==> config.mk <==
export PLATFORM = sky130hd
export DESIGN_NAME = flash_led_display_flat
export DESIGN_NICKNAME = d
export VERILOG_FILES = /design/src/rtl/flash_led_display_if.sv /design/src/rtl/flash_led_display.sv /design/src/flat_wrapper.sv
export SDC_FILE = /design/constraint.sdc
export NUM_CORES = 1
export LEC_CHECK = 0
export BUFFER_PORTS_ARGS = -buffer_cell sky130_fd_sc_hd__buf_2
export CORE_AREA = 2 2 104 56
export CTS_CLUSTER_DIAMETER = 80
export CTS_CLUSTER_SIZE = 28
export DETAILED_ROUTE_END_ITERATION = 6
export DIE_AREA = 0 0 106 58
export GPL_TIMING_DRIVEN = 1
export HOLD_SLACK_MARGIN = 0.06
export PLACE_DENSITY = 0.92
export SLEW_MARGIN = 0
export SYNTH_ARGS = -nofsm -noshare
export SYNTH_HDL_FRONTEND = slang
export SYNTH_SLANG_ARGS = --single-unit
==> constraint.sdc <==
create_clock -name top_clk -period 6.1 [get_ports top_clk]
set_clock_uncertainty 0.15 [all_clocks]
set_input_delay 0.305 -clock top_clk [delete_from_list [all_inputs] [get_ports top_clk]]
set_output_delay 0.305 -clock top_clk [all_outputs]
set_load 0.03 [all_outputs]
==> src/rtl/flash_led_display_if.sv <==
// Response-byte channel from the SPI flash reader into the LED display block.
interface flash_led_display_if;
    logic [7:0] byte_in;
    logic       byte_valid;

    modport master (output byte_in, output byte_valid);
    modport slave  (input  byte_in, input  byte_valid);
endinterface

==> src/rtl/flash_led_display.sv <==
// Captures flash response bytes into a 4-entry history and scans them onto an
// 8x4 active-low LED matrix, with a saturating capture count and a sticky ID-mismatch flag.
module flash_led_display #(
    parameter int unsigned SCAN_DIV = 12000,
    parameter logic [7:0]  EXPECTED = 8'h16
) (
    input  logic                top_clk,
    input  logic                rst,
    flash_led_display_if.slave  rsp,
    output logic [7:0]          led_col,
    output logic [3:0]          led_row,
    output logic [7:0]          last_byte,
    output logic [7:0]          capture_count,
    output logic                mismatch
);

    localparam int unsigned         CNT_W     = $clog2(SCAN_DIV);
    localparam logic [CNT_W-1:0]    SCAN_LAST = CNT_W'(SCAN_DIV - 1);
    localparam logic [CNT_W-1:0]    SCAN_ONE  = CNT_W'(1);

    logic [7:0]       h_q [4];
    logic [7:0]       h_d [4];
    logic [7:0]       count_q,    count_d;
    logic             mismatch_q, mismatch_d;
    logic [CNT_W-1:0] scan_cnt_q, scan_cnt_d;
    logic [1:0]       row_idx_q,  row_idx_d;
    logic [3:0]       led_row_q,  led_row_d;
    logic [7:0]       led_col_q,  led_col_d;

    // Capture path: history shift, saturating count, sticky compare.
    always_comb begin
        // NOTE: every always_comb output gets a default first so no path leaves it unassigned (no latch).
        h_d        = h_q;
        count_d    = count_q;
        mismatch_d = mismatch_q;
        if (rsp.byte_valid) begin
            h_d[3] = h_q[2];
            h_d[2] = h_q[1];
            h_d[1] = h_q[0];
            h_d[0] = rsp.byte_in;
            if (count_q != 8'hFF) begin
                count_d = count_q + 8'd1;
            end
            if (rsp.byte_in != EXPECTED) begin
                mismatch_d = 1'b1;
            end
        end
    end

    // Scan path: outputs are computed from the current scan position and the
    // registered history, so they trail scan_cnt/row_idx by one cycle and the
    // column drive is blanked for the first cycle of every row.
    always_comb begin
        scan_cnt_d = scan_cnt_q + SCAN_ONE;
        row_idx_d  = row_idx_q;
        if (scan_cnt_q == SCAN_LAST) begin
            scan_cnt_d = '0;
            row_idx_d  = row_idx_q + 2'd1;
        end
        led_row_d = ~(4'b0001 << row_idx_q);
        led_col_d = (scan_cnt_q == '0) ? 8'hFF : ~h_q[row_idx_q];
    end

    always_ff @(posedge top_clk or posedge rst) begin
        if (rst) begin
            // NOTE: the history is a handful of flops whose value is visible on last_byte, so it is reset like any other state.
            for (int i = 0; i < 4; i++) begin
                h_q[i] <= 8'h00;
            end
            count_q    <= 8'h00;
            mismatch_q <= 1'b0;
            scan_cnt_q <= '0;
            row_idx_q  <= 2'd0;
            led_row_q  <= 4'hF;
            led_col_q  <= 8'hFF;
        end else begin
            // NOTE: non-blocking assignments so every register samples pre-edge values of the others.
            h_q        <= h_d;
            count_q    <= count_d;
            mismatch_q <= mismatch_d;
            scan_cnt_q <= scan_cnt_d;
            row_idx_q  <= row_idx_d;
            led_row_q  <= led_row_d;
            led_col_q  <= led_col_d;
        end
    end

    assign led_col       = led_col_q;
    assign led_row       = led_row_q;
    assign last_byte     = h_q[0];
    assign capture_count = count_q;
    assign mismatch      = mismatch_q;

endmodule

==> src/flat_wrapper.sv <==
// flat-port wrapper written by rule: the top's interface ports become plain ports
module flash_led_display_flat 
#(
    parameter int unsigned SCAN_DIV = 12000,
    parameter logic [7:0]  EXPECTED = 8'h16
)
  (top_clk, rst, led_col, led_row, last_byte, capture_count, mismatch, rsp_byte_in, rsp_byte_valid);
  flash_led_display_if rsp_i ();
  input  logic top_clk;
  input  logic rst;
  output logic [7:0] led_col;
  output logic [3:0] led_row;
  output logic [7:0] last_byte;
  output logic [7:0] capture_count;
  output logic mismatch;
  input wire logic [$bits(rsp_i.byte_in)-1:0] rsp_byte_in;
  input wire logic [$bits(rsp_i.byte_valid)-1:0] rsp_byte_valid;
  assign rsp_i.byte_in = rsp_byte_in;
  assign rsp_i.byte_valid = rsp_byte_valid;
  flash_led_display #(.SCAN_DIV(SCAN_DIV), .EXPECTED(EXPECTED)) u_core (.top_clk(top_clk), .rst(rst), .rsp(rsp_i), .led_col(led_col), .led_row(led_row), .last_byte(last_byte), .capture_count(capture_count), .mismatch(mismatch));
endmodule
# == Yosys cells after proc, flatten, opt, wreduce, memory -nomap -nowiden ==
# Cells that the tools add are included.
# word_totals
ff_bits,69
latchBits,0
ram_bits,0
rom_bits,0
out_inout_bits,29
n_memories,0
# classes
n_addsub,3
n_mul,0
div,0
magnitude_cmp,1
eq_ne,3
n_shift,1
n_mux,5
bitwise_logic,3
reduce_logical,3
# op_table
operator,n
8-bit two-way mux,3
8-bit binary-select mux with 2-bit select,1
14-bit by 1-bit adder with 14-bit output (second input constant),1
14-bit equality test (second input constant),1
14-bit logical NOT,1
14-bit two-way mux,1
8-bit by 1-bit adder with 8-bit output (second input constant),1
8-bit by 5-bit inequality test with 1-bit output (second input constant),1
8-bit inequality test (second input constant),1
8-bit NOT,1
4-bit NOT,1
2-bit AND reduction,2
1-bit by 2-bit left shift with 4-bit output (first input constant),1
3-bit >= comparator (second input constant),1
2-bit NOT with 3-bit output,1
2-bit by 1-bit adder with 2-bit output (second input constant),1

# == Longest topological paths before layout ==
# Gate-level depths: netlist of run 1.
# logic_depth
ltp_word,6
ltp_mapped,5
mapped_depth_nobuf,5

# == Worst setup path before layout of run 1 ==
# No wires, ideal clock.
# synth_timing
kind,reg2reg
start,"register u_core.count_q[3], in the netlist u_core.capture_count[3]"
end,"register u_core.count_q[1], in the netlist u_core.capture_count[1]"
arrival_time_ns,1.526
slack_ns,4.299
stages_incl_launch_ff,5
n_path_buf,0
cell_sequence,dfrtp_1 -> and4_1 -> nand2_1 -> o21ai_0 -> mux2_2
# synth_via
elab_chain_len,2
# synth_rtl
item,line_no,text
"start, declared",flash_led_display.sv:23,"logic [7:0] count_q, count_d;"
"start signal, assigned",flash_led_display.sv:79,count_q <= count_d;
8-bit inequality test,flash_led_display.sv:41,if (count_q != 8'hFF) begin
2-bit AND reduction (no line),n/a,
# Every way passes these cells.
# A chain may end at the register's enable or synchronous reset.

# == Worst setup path in the final report of run 1 ==
# layout_timing
start,register u_core.scan_cnt_q[0]
end,register u_core.row_idx_q[1]
# layout_via
elab_chain_len,1
# layout_rtl
item,line_no,text
"start, declared",flash_led_display.sv:25,"logic [CNT_W-1:0] scan_cnt_q, scan_cnt_d;"
"start signal, assigned",flash_led_display.sv:81,scan_cnt_q <= scan_cnt_d;
14-bit equality test,flash_led_display.sv:56,if (scan_cnt_q == SCAN_LAST) begin
"end signal, assigned",flash_led_display.sv:82,row_idx_q <= row_idx_d;
"end, declared",flash_led_display.sv:26,"logic [1:0] row_idx_q, row_idx_d;"
# Every way passes these cells.

==> out/qor.yml, run 1 <==
leakagePower_nw: 1.572
gp_congestion: 0.9180
synth_cell_types: 37
fin_setup_tns_ns: 0
syn_nets: 251
power_frac_seq_pct: 48.0
cts-buffers-inserted: 9
routed_via_density: 5.736
seqCellArea_um2: 1742
die_area_um2: 6148
fmax_mhz: 488.2
overflow: 0
layout-drive-gt1-share_pct: 41.22
syn-instance-count: 233
grt_pass1_vias: 1977
synth_seq_cells: 69
crit_chain: "ha_1, nand4_1, nor4_4, nand2_1, o21ai_2"
final_common_cell: "dfrtp_1"
post-route-period-util_pct: 33.58
initial_core_util_pct: 58.80
worst_pin_slew_ns: 0.8346
drc: 0
peakVddDrop_mv: 0.2278
slowest_delay_ns: 0.71
setup_violations: 0
grt_max_degree: 70
path_depth: 5
cp-end-kind: "register"
async_flop_share_pct: 100.0
antenna_cells: 0
drt.antenna.violating_nets: 0
fp-row-count: 19
p_comb_share_pct: 18.4
multi_input_area_um2: 1202
intPower_mw: 0.8628
swShare_pct: 30.22
cts_resized: 0
vias: 2019
p_sw_mw: 0.3737
status: "completed"
worstHoldPathType: "in -> async"
path_buf_inv: 0
hold_violations: 0
port_buffers: 39
pre_cts_ws_ns: 3.930
grt_util_all_layers_pct: 23.20
area_growth_pct: 15.15
cts_tree: "built"
fp.dieH_um: 58
cp_top_family: "simple AND/OR/NAND/NOR gates"
cp_max_fo: 13
relSlewSlack_pct: 44.36
hpwlAfterDp_mm: 4.090
nFillCells: 356
synth_seq_area_share_pct: 56.38
fp.coreArea_um2: 5254
synth_flop_cell: "dfrtp_1"
clk_path_buf_depth: 2
grt_pass1_wl_mm: 10.42
wl_mm: 6.248
r2r_cells: 5
synth.cell_area_um2: 3089
powerDensity_nw_per_um2: 347.6
path_class: "reg -> reg"
pwr-share-clk_pct: 33.6
yosys_warnings: 0
syn_avg_cell_area_um2: 13.26
fp.dieW_um: 106
synth_enable_flop_cells: 0
cts.reportedPaths.clkPinSlew_ns: 0.08
cp.arrival_ns: 2.17
ios: 40
period_needed_ns: 2.049
drt_iter0_drc: 109
cts-root-buf: "clkbuf_8"
cts_sinks: 69
fin_nets: 292
fin_util_pct: 67.71
cts_htree_levels: 3
cap_viol_max_count: 0
cp-start-kind: "register"
worstSkewPairLatency_ns: 0.35
antenna_found_initial: 0
dr.pass1.iters: 4
cp_slowest_cell: "nor4_4"
cp.required_ns: 6.22
rsz0062_at_grt: "no"
slew_viol_final: 0
wire_per_inst_um: 17.75
mostFrequentLayoutCells: "dfrtp_1 (57), buf_2 (39), mux2_2 (35)"
fin_ws_ns: 4.051
## power by group through the flow
stage	logic [mW]	registers [mW]	clock network [mW]
final	0.228	0.594	0.415
after global routing	0.246	0.603	0.439
after CTS	0.228	0.590	0.422
after detailed placement	0.225	0.598	0
after global placement	0.217	0.590	0
after floorplan	0.117	0.637	0
## registers in the layout (all words and copies together), names as in the netlist
signal and count:
u_core.capture_count 8, u_core.h_q 24, u_core.mismatch 1, u_core.led_row 4, u_core.led_col 8, u_core.row_idx_q 2
u_core.scan_cnt_q 14, u_core.last_byte 8
## tightest hold or removal path: stages
cell	delay (ns)
buf_2	0.10
inv_2	0.03
buf_4	0.64
## path summary, 6_finish.rpt
check / startpoint / endpoint / slack [ns]
max in group asynchronous: rst / u_core.h_q[11] / 5.20
worst max-delay path: u_core.scan_cnt_q[0] / u_core.row_idx_q[1] / 4.05
worst max register to register: u_core.scan_cnt_q[0] / u_core.row_idx_q[1] / 4.05
worst min register to register: u_core.mismatch / u_core.mismatch / 0.33
worst min-delay path: rst / u_core.last_byte[7] / 0.05
min in group top_clk: rsp_byte_in[7] / u_core.last_byte[7] / 0.08
## area by class of cell
type | count | area share (%)
Multi-Input combinational cell | 137 | 33.80
Inverter | 12 | 1.266
Sequential cell | 69 | 48.96
Tap cell | 73 | 2.568
Clock buffer | 11 | 3.975
Timing Repair Buffer | 45 | 7.105
Clock inverter | 5 | 2.321
## metal layers
| metal | vias to the layer above | track usage (%) | wire [µm] |
|---|---|---|---|
| met5 | - | 0 | 0 |
| met4 | 0 | 11.28 | 148 |
| met3 | 15 | 6.299 | 360 |
| met2 | 75 | 34.29 | 2789 |
| met1 | 1044 | 32.59 | 2949 |
| li1 | 885 | - | - |
## kinds of logic after synthesis
logic type	after synthesis	synth area share (%)
muxes	43	18.59
adders and majority gates	7	2.835
AOI/OAI and AO/OA	10	2.147
DFF	69	56.38
xor gates and xnor gates	15	4.253
and+or+nand+nor	62	11.10
buffers and inverters	27	4.698
## synth_stat cells, drive strengths merged, types with 2 or more instances
cell type	count	area, µm²
nand4	8	50.05
and4	2	17.52
o21ai	2	13.76
dfstp	12	315.3
inv	12	45.04
nor2	14	52.55
buf	14	96.34
nor3	3	15.01
a21oi	3	15.01
nand3	3	15.01
ha	7	87.58
xnor2	10	87.58
nor4	3	33.78
nand2	18	67.56
and3	2	12.51
mux4	8	180.2
xor2	5	43.79
mux2	35	394.1
nand2b	2	12.51
dfrtp	57	1426
## stage by stage
step / hold WS (ns) / cells / cell area, µm² / power (mW)
after floorplan: 0.3067 / 233 / 3089 / 0.7536
after global placement: 0.2867 / 331 / 3283 / 0.8073
after detailed placement: 0.2978 / 331 / 3283 / 0.8226
after CTS: 0.06336 / 352 / 3557 / 1.240
after global routing: 0.07064 / 352 / 3557 / 1.289
final: 0.05011 / 352 / 3557 / 1.237
## repair_timing
| action | 4_1_cts | 5_1_grt |
|---|---|---|
| hold buffers | 5 | 0 |
| hold endpoints to repair | 5 | 0 |
| setup buffers | 0 | 0 |
Note: power is estimated with default switching activity, not from simulation.
==> run 2, diff against run 1 <==
- ABC_AREA: default -> 1
- CORE_AREA: 2 2 104 56 -> 2 2 117 62
- DIE_AREA: 0 0 106 58 -> 0 0 119 64
- PLACE_DENSITY: 0.92 -> 0.84
- clock period: 6.1 -> 1.71 ns (I/O delays scaled with it)
==> run 2 against run 1 <==
- total power grew to 3.6 times the previous value
- first-iteration DRC count is 120% higher
- global-route usage is 3.4 points lower
- maximum frequency is 30% higher
- flip-flop and latch count stayed put
- combinational power grew to 3.3 times the previous value
- routed wire length is 11% higher
- critical path depth is 3 higher
- worst hold slack better by 0.18 ns
==> out/qor.yml, run 2 <==
leakagePower_nw: 1.988
fp.dieH_um: 64
grt_pass1_vias: 2621
synth_area_leader_cell: "dfrtp_1"
worstHoldPathType: "in -> async"
mostFrequentLayoutCells: "nand2_1 (110), dfrtp_1 (56), inv_1 (49)"
initial_core_util_pct: 51.23
drc: 0
path_depth: 8
dp_cells: 526
pre_cts_ws_ns: 0.1297
die_area_um2: 7616
syn_nets: 427
overflow: 0
fmax_mhz: 632.8
port_buffers: 39
area_growth_pct: 19.11
cts_sinks: 69
post-route-period-util_pct: 92.42
synth_most_common_cell: "nand2_1"
peakVddDrop_mv: 0.9104
cts-root-buf: "clkbuf_16"
final_cells: 553
crit_chain: "ha_1, nand2_1, nor2_2, nand2_1, nand2_2, inv_1, nand2_1, o21ai_2"
hpwlAfterDp_mm: 4.574
cts-buffers-inserted: 9
path_class: "reg -> reg"
relSlewSlack_pct: 59.62
crit_top_cell: "nand2_1"
regMostFlops: "u_core.h_q"
yosys_warnings: 0
vias: 2763
synth_cell_types: 25
dpl_cell_area_um2: 3608
fp-row-count: 21
cap_viol_max_count: 0
hold_violations: 0
period_needed_ns: 1.580
slowest_delay_ns: 0.40
cp.arrival_ns: 1.65
setup_violations: 0
grt_max_degree: 37
fin_ws_ns: 0.1297
cp.required_ns: 1.78
synth_seq_cells: 69
status: "completed"
grt_util_all_layers_pct: 19.83
syn_avg_cell_area_um2: 8.196
routed_via_density: 4.996
dr.pass1.iters: 4
worst_pin_slew_ns: 0.6044
cts.reportedPaths.clkPinSlew_ns: 0.05
synth_flop_cell: "dfrtp_1"
cts_tree: "built"
antenna_cells: 0
r2r_cells: 8
slew_viol_final: 0
synth.cell_area_um2: 3352
largest_reg_flops: 24
synth_enable_flop_cells: 0
worstSkewPairLatency_ns: 0.33
layout-drive-gt1-share_pct: 19.31
async_flop_share_pct: 100.0
synth_top_cells_by_count: "nand2_1 (110), dfrtp_1 (57), inv_1 (50)"
drt_iter0_drc: 240
ios: 40
wire_per_inst_um: 12.52
gp_congestion: 0.9661
cts_htree_levels: 3
drt.antenna.violating_nets: 0
grt_pass1_wl_mm: 12.01
cp_max_fo: 6
wl_mm: 6.922
cp-start-kind: "register"
fp.dieW_um: 119
largest_registers: "u_core.h_q (24), u_core.scan_cnt_q (14)"
synth_seq_area_share_pct: 51.96
yosysTopAreaCellShare_pct: 42.55
cp_top_family: "simple AND/OR/NAND/NOR gates"
path_buf_inv: 1
fp.coreArea_um2: 6543
cp_slowest_cell: "dfrtp_2"
clk_path_buf_depth: 2
syn-instance-count: 409
cp-end-kind: "register"
fin_area_um2: 3993
antenna_found_initial: 0
netlist_top_cells_area: "dfrtp_1 (43%), nand2_1 (12%), dfstp_2 (9.4%), o21ai_0 (7.2%), inv_1 (5.6%)"
powerDensity_nw_per_um2: 1108
fin_nets: 474
final_common_cell: "nand2_1"
-- run 2: cell types whose count changed in the layout (fill, tap and decap cells not counted), sizes merged, moves of 8 or more --
cell,before,now
o21ai,2,49
nand2,18,116
mux2,35,0
inv,13,50
xnor2,10,2
a21oi,3,11
nand3,3,15
mux4,8,0
nor2,14,50
-- run 2: tightest hold or removal path, delay by kind of cell --
kind,cells,cell delay (ns)
buf+inv,3,1.07
-- run 2: timing repair --
item | 4_1_cts | 5_1_grt
buffers inserted | 0 | 1
hold endpoints to repair | 43 | 0
hold buffers | 10 | 0
resized for setup | 0 | 2
endpoints found under the setup margin | 0 | 5
-- run 2: cell type report --
type	count	area, µm²
Inverter	51	195.2
Clock inverter	1	5.005
Sequential cell	69	1743
Timing Repair Buffer	56	360.3
Clock buffer	15	267.8
Fill cell	540	2550
Tap cell	92	115.1
Multi-Input combinational cell	269	1306
-- run 2: final timing paths --
kind | slack, ns | end | start
min | 0.23 | u_core.scan_cnt_q[2] | rst
max reg2reg | 0.13 | u_core.capture_count[4] | u_core.capture_count[0]
min in group top_clk | 0.32 | u_core.h_q[3] | u_core.h_q[3]
max in group asynchronous | 0.62 | u_core.capture_count[0] | rst
max | 0.13 | u_core.capture_count[4] | u_core.capture_count[0]
min reg2reg | 0.32 | u_core.h_q[3] | u_core.h_q[3]
-- run 2: layer usage --
metal / vias to the layer above / track usage (%) / routed length, µm
li1: 1378 / - / -
met1: 1284 / 24.91 / 3115
met2: 86 / 32.54 / 3254
met3: 15 / 6.429 / 420
met4: 0 / 6.994 / 130
met5: - / 0 / 0
-- run 2: kinds of logic (layout without fill, tap and decap cells) --
family / Yosys count / in the layout / share of synthesized area [%]
buffers and inverters: 71 / 123 / 9.145
and+or+nand+nor: 194 / 194 / 25.16
xor gates and xnor gates: 7 / 7 / 1.829
DFF: 69 / 69 / 51.96
adders and majority gates: 7 / 7 / 2.613
AOI/OAI and AO/OA: 61 / 61 / 9.295
-- run 2: through the flow --
| step | utilization, % | power, mW | hold slack, ns | TNS [ns] |
|---|---|---|---|---|
| final | 61.03 | 4.422 | 0.2328 | 0 |
| after floorplan | - | 2.525 | 0.04798 | 0 |
| after global routing | 61.03 | 4.628 | 0.2959 | -0.002211 |
| after detailed placement | 55.15 | 2.720 | 0.04209 | 0 |
| after CTS | 60.85 | 4.425 | 0.2647 | 0 |
| after global placement | 55.15 | 2.697 | 0.04472 | 0 |
-- run 2: where the power goes --
group	total [mW]	internal (mW)	switching, mW	leakage, nW
registers	1.97	1.83	0.148	0.845
logic	0.749	0.236	0.513	1.01
clock network	1.70	1.06	0.639	0.134
total	4.42	3.12	1.30	1.99
